===== src/rtl/vectored_irq_ctrl.sv =====
// Vectored priority interrupt controller: synchronised request lines, per-channel
// edge/level pending, fixed priority with in-service nesting, and a pend/ack handshake.
module vectored_irq_ctrl #(
    parameter int                 N_CH       = 4,
    parameter int                 A_WIDTH    = 8,
    parameter logic [A_WIDTH-1:0] VEC_BASE   = 8'hF0,
    parameter int                 VEC_STRIDE = 1,
    parameter int                 SYNC       = 2
) (
    input  logic                    g_clk,
    input  logic                    g_clr,
    input  logic [N_CH-1:0]         irq_in,
    input  logic [N_CH-1:0]         mask_in,
    input  logic [N_CH-1:0]         edge_sel,
    input  logic                    i_en,
    input  logic                    i_ack,
    input  logic                    i_eoi,
    output logic                    i_pending,
    output logic [A_WIDTH-1:0]      vec_out,
    output logic [$clog2(N_CH)-1:0] ch_id,
    output logic [N_CH-1:0]         in_service
);

    localparam int IW = $clog2(N_CH);

    typedef enum logic {
        IDLE = 1'b0,
        PEND = 1'b1
    } state_t;

    state_t             state_reg, state_next;
    logic [N_CH-1:0]    irq_sync;
    logic [N_CH-1:0]    hist_reg;
    logic [N_CH-1:0]    rise;
    logic [N_CH-1:0]    epend_reg, epend_next;
    logic [N_CH-1:0]    pend;
    logic [N_CH-1:0]    above_isr;
    logic [N_CH-1:0]    qual;
    logic [N_CH-1:0]    isr_reg, isr_next;
    logic [N_CH-1:0]    eoi_clr, ack_set, ack_clr;
    logic               ack_take;
    logic               any_qual;
    logic [IW-1:0]      win_idx;
    logic [IW-1:0]      ch_id_reg;
    logic [A_WIDTH-1:0] vec_reg, vec_calc;

    generate
        if (SYNC == 0) begin : g_nosync
            assign irq_sync = irq_in;
        end else begin : g_sync
            logic [N_CH-1:0] sync_reg [SYNC];
            always_ff @(posedge g_clk or posedge g_clr) begin
                if (g_clr) begin
                    for (int i = 0; i < SYNC; i++) sync_reg[i] <= '0;
                end else begin
                    sync_reg[0] <= irq_in;
                    for (int i = 1; i < SYNC; i++) sync_reg[i] <= sync_reg[i-1];
                end
            end
            assign irq_sync = sync_reg[SYNC-1];
        end
    endgenerate

    // Edge pending only arms in edge mode; a same-cycle edge beats the ack clear.
    genvar gi;
    generate
        for (gi = 0; gi < N_CH; gi++) begin : g_ch
            assign rise[gi]       = irq_sync[gi] & ~hist_reg[gi];
            assign epend_next[gi] = (rise[gi] & edge_sel[gi]) | (epend_reg[gi] & ~ack_clr[gi]);
            assign pend[gi]       = edge_sel[gi] ? epend_reg[gi] : irq_sync[gi];
            assign above_isr[gi]  = ~|isr_reg[gi:0];
        end
    endgenerate

    assign qual     = pend & mask_in & {N_CH{i_en}} & above_isr;
    assign any_qual = |qual;

    always_comb begin
        win_idx = '0;
        for (int i = N_CH - 1; i >= 0; i--) begin
            if (qual[i]) win_idx = IW'(i);
        end
    end

    assign vec_calc = VEC_BASE + A_WIDTH'(int'(win_idx) * VEC_STRIDE);

    assign ack_take = (state_reg == PEND) && i_ack;
    assign ack_set  = ack_take ? (N_CH'(1) << ch_id_reg) : '0;
    assign ack_clr  = ack_set & edge_sel;
    // Lowest set bit of the in-service register is the most recent nesting level.
    assign eoi_clr  = i_eoi ? (isr_reg & (~isr_reg + N_CH'(1))) : '0;
    assign isr_next = (isr_reg & ~eoi_clr) | ack_set;

    always_ff @(posedge g_clk or posedge g_clr) begin
        if (g_clr) begin
            hist_reg  <= '0;
            epend_reg <= '0;
            isr_reg   <= '0;
            ch_id_reg <= '0;
            vec_reg   <= '0;
        end else begin
            hist_reg  <= irq_sync;
            epend_reg <= epend_next;
            isr_reg   <= isr_next;
            if (state_reg == IDLE && any_qual) begin
                ch_id_reg <= win_idx;
                vec_reg   <= vec_calc;
            end
        end
    end

    always_ff @(posedge g_clk or posedge g_clr) begin
        if (g_clr) state_reg <= IDLE;
        else       state_reg <= state_next;
    end

    always_comb begin
        state_next = state_reg;
        case (state_reg)
            IDLE: if (any_qual) state_next = PEND;
            PEND: begin
                if (i_ack)                   state_next = IDLE;
                else if (!qual[ch_id_reg])   state_next = IDLE;
            end
            default: state_next = IDLE;
        endcase
    end

    always_comb begin
        i_pending  = (state_reg == PEND);
        ch_id      = ch_id_reg;
        vec_out    = vec_reg;
        in_service = isr_reg;
    end

endmodule


===== config.mk =====
export PLATFORM = sky130hd
export DESIGN_NAME = vectored_irq_ctrl
export DESIGN_NICKNAME = d
export VERILOG_FILES = /design/src/rtl/vectored_irq_ctrl.sv
export SDC_FILE = /design/constraint.sdc
export NUM_CORES = 1
export LEC_CHECK = 0
export CORE_MARGIN = 2
export CORE_UTILIZATION = 45
export DETAILED_ROUTE_END_ITERATION = 10
export GPL_TIMING_DRIVEN = 0
export PLACE_DENSITY = 0.77
export SYNTH_ARGS = -nofsm -noshare
export SYNTH_HDL_FRONTEND = slang
export SYNTH_SLANG_ARGS = --single-unit

===== constraint.sdc =====
create_clock -name g_clk -period 1.5 [get_ports g_clk]
set_clock_uncertainty 0.2 [all_clocks]
set_input_delay 0.45 -clock g_clk [delete_from_list [all_inputs] [get_ports g_clk]]
set_output_delay 0.45 -clock g_clk [all_outputs]
set_load 0.02 [all_outputs]

==> metrics.md <==
| Metric | Value |
|---|---|
| Wire length on met1 | about 940 um |
| Synth area leaders | dfrtp_1, buf_4, nand2_1 |
| RSZ-0062 raised after global routing | yes |
| Die W | about 52 um |
| Pins Over Slew Limit | 0 |
| Comb pwr share | 0.519 |
| Final count of hold timing violations | 0 |
| Top cell type's share of synthesized area | 0.5790 |
| Synthesized area | 1037 um^2 |
| Clock latency on the worst-skew pair | 310 ps |
| N_diodes | 0 |
| Post-synthesis compound-gate area fraction | 0.1423 |
| Synth area leader | dfrtp_1 |
| Worst vdd ir | 0.9041 mV |
| Fin crit share | 1.102 |
| Worst Hold Class | reg2reg |
| Core area | 2191 um^2 |
| Final #Nets | 157 |
| Post-detailed-route count of antenna-violating nets | 0 |
| WL met3 | between 100 and 150 um |
| Sw power | 0.9357 mW |
| Worst path cell trace | buf_6 -> buf_6 |
| Post-Route Utilization | 0.7367 |
| Multiplexer area fraction after synthesis | 0.03860 |
| Status | complete, but fails checks |
| Vias in the first global route | 960 |
| Sequential area share after synthesis | 0.5790 |
| Crit path arrival time | 1000 ps |
| PD cells | 1539 nW/um^2 |
| Reg clk slew, reported paths | 110 ps |
| XOR/XNOR Fraction of Synth Area | 0 |
| Share of layout cells above drive strength 1 | 0.4420 |
| Vias | roughly 910 |
| FMAX | 604.9 MHz |
| Gpl congestion | 0.9418 |
| Synth warnings | 0 |
| First-pass GRT wire length | 4077 um |
| Post-Syn Instances | 94 |
| CP Buf/Inv Count | 2 |
| 1st-pass router iterations | 4 |
| Initial antenna violation count | 0 |
| Syn avg cell area | 11.03 um^2 |
| Switching share of power | 0.3767 |
| CP peak stage delay | 460 ps |
| Detail Route met2 WL | 1382 um |
| DPL Wire Length | 1676 um |
| CTS tree | built |
| Crit-path max FO | 5 |
| Count of cell types in the netlist | 32 |
| Final setup fails | 17 |
| Critical path class | reg2out |
| Area Overhead vs Synth | 55.61% |
| Total grt overflow | 0 |
| Die area | 2705 um^2 |
| Post-synth top cells | dfrtp_1, nand2_1, buf_4 |
| Main combinational cell family by area after synthesis | simple AND/OR/NAND/NOR gates |
| Most common cell in the netlist | dfrtp_1 |
| DRT Wirelength | 2519 um |
| Crit path time final | 1653 ps |
| Tightest Pin Transition | 518.9 ps |
| DRT iter0 DRCs | 9 |
| Slowest cell on the critical path | dfrtp_2 |
| Rel. slew slack | 0.6533 |
| Failing checks | setup timing |
| CP delay by family, top | flip-flops |
| Worst setup EP type | primary output |
| H-tree depth | 1 |
| Starting Density | 0.4734 |
| Num ports | 32 |
| Gr usage total | 0.2101 |
| Clk Tree Root Cell | clkbuf_4 |
| Pint | 1.548 mW |
| Count of buffers from port buffering | 29 |
| Drt wl/cell | 15.17 um |
| DRC Markers | 0 |
| Clk buf depth | 2 |
| Seq cells post-synth | 24 |
| Worst setup SP type | flip-flop |
| Max-cap check violation count | 0 |
| Post-route setup slack | -153.1 ps |
| Sequential share of power | 0.372 |
| Highest routed layer | met4 |
| Worst EP required | 850 ps |
| Post-synth EDFFs | 0 |
| Clk sinks | 24 |
| Chip height | between 50 and 60 um |
| Avg Vias per Cell | 5.488 |
| Pin count of the biggest net entering global routing | 25 |
| FP Rows | 17 |
| Clock network fraction of total power | 0.109 |
| Post-Synth Adder-Cell Area | 0 |
| Top_reg_cell synth | dfrtp_1 |
| Top cell by count, worst path | buf_6 |
| Simple-gate share of the synthesized area | 0.1677 |
| Asr flop ratio synth | 1.000 |
| CTS buffer count | 3 |
| Leak | between 0.7 and 0.8 nW |
| Setup TNS | -1341 ps |
[final timing paths]
kind / slack [ps] / endpoint / depth (start not counted) / start
setup reg to reg: -70 / vec_out[1] / 5 / in_service[0]
setup / recovery: -150 / vec_out[5] / 2 / vec_out[6]
hold reg to reg: 170 / irq_sync[3] / 0 / g_sync.sync_reg[7]
min in group asynchronous: 310 / g_sync.sync_reg[5] / 2 / g_clr
max in group asynchronous: 460 / vec_out[6] / 2 / g_clr
hold / removal: 170 / irq_sync[3] / 0 / g_sync.sync_reg[7]
[placed cells by master, fill, tap and decap left out, drive strengths merged]
cell and count:
buf 31, dfrtp 24, nand2 12, clkdlybuf4s50 10, dlygate4sd2 5, nor2 5, mux2i 4, clkbuf 4
nor3 4, inv 3, nand3b 3, o2bb2ai 3, a21oi 3, o21ai 3, o22ai 2, a22o 2
nand3 2, conb 2, a21o 2, nand4bb 1, nor4 1, o32ai 1, and3 1, or3 1
nor4b 1, a31oi 1, a22oi 1, nor3b 1, o211ai 1, clkinvlp 1, nand2b 1, o41a 1
dlymetal6s2s 1
[through the flow]
stage,power (mW),area [um^2],std cells,setup slack [ps],hold slack (ps)
final,2.484,1614,166,-153.1,165.1
after global routing,2.638,1614,166,-199.7,184.6
after CTS,2.426,1564,165,-158.1,167.9
after detailed placement,1.827,1366,152,-712.8,140.1
after global placement,1.794,1366,152,-648.4,131.8
after floorplan,1.455,1041,95,6.029,131.2
[cells by family after synthesis]
kind of cell           Yosys count
AND/OR/NAND/NOR                 33
flip-flops                      24
AO/OA/AOI/OAI                   20
buffers and inverters           12
multiplexers                     4
other                            1
[layout make-up]
| cell class | instances | area [um^2] |
|---|---|---|
| buffer | 8 | 76.32 |
| clock buffer | 3 | 22.52 |
| fill | 144 | 576.8 |
| inverter | 4 | 18.77 |
| multi-input combinational | 59 | 470.5 |
| sequential | 24 | 608.1 |
| tap | 28 | 35.03 |
| timing repair buffer | 40 | 382.9 |
[routing by layer]
metal | vias to the layer above | GRT usage
met3 | 8 | 0.02874
li1 | 416 | -
met2 | 35 | 0.3797
met1 | 452 | 0.2300
met4 | 0 | 0.1272
met5 | - | 0
[power groups by stage]
stage               sequential (mW)  clock, mW  combinational [mW]
floorplan                     0.991          0               0.464
global placement              0.932          0               0.862
detailed placement            0.942          0               0.886
CTS                           0.919      0.278                1.23
global route                  0.938      0.314                1.39
finish                        0.925      0.270                1.29
[repair_timing]
| action | CTS | global route |
|---|---|---|
| hold buffers | 0 | 0 |
| resized for setup | 104 | 11 |
| setup endpoints to repair | 20 | 45 |
| pin swaps | 6 | 0 |
| setup buffers | 10 | 1 |
Power figures use the tool's default switching activity.
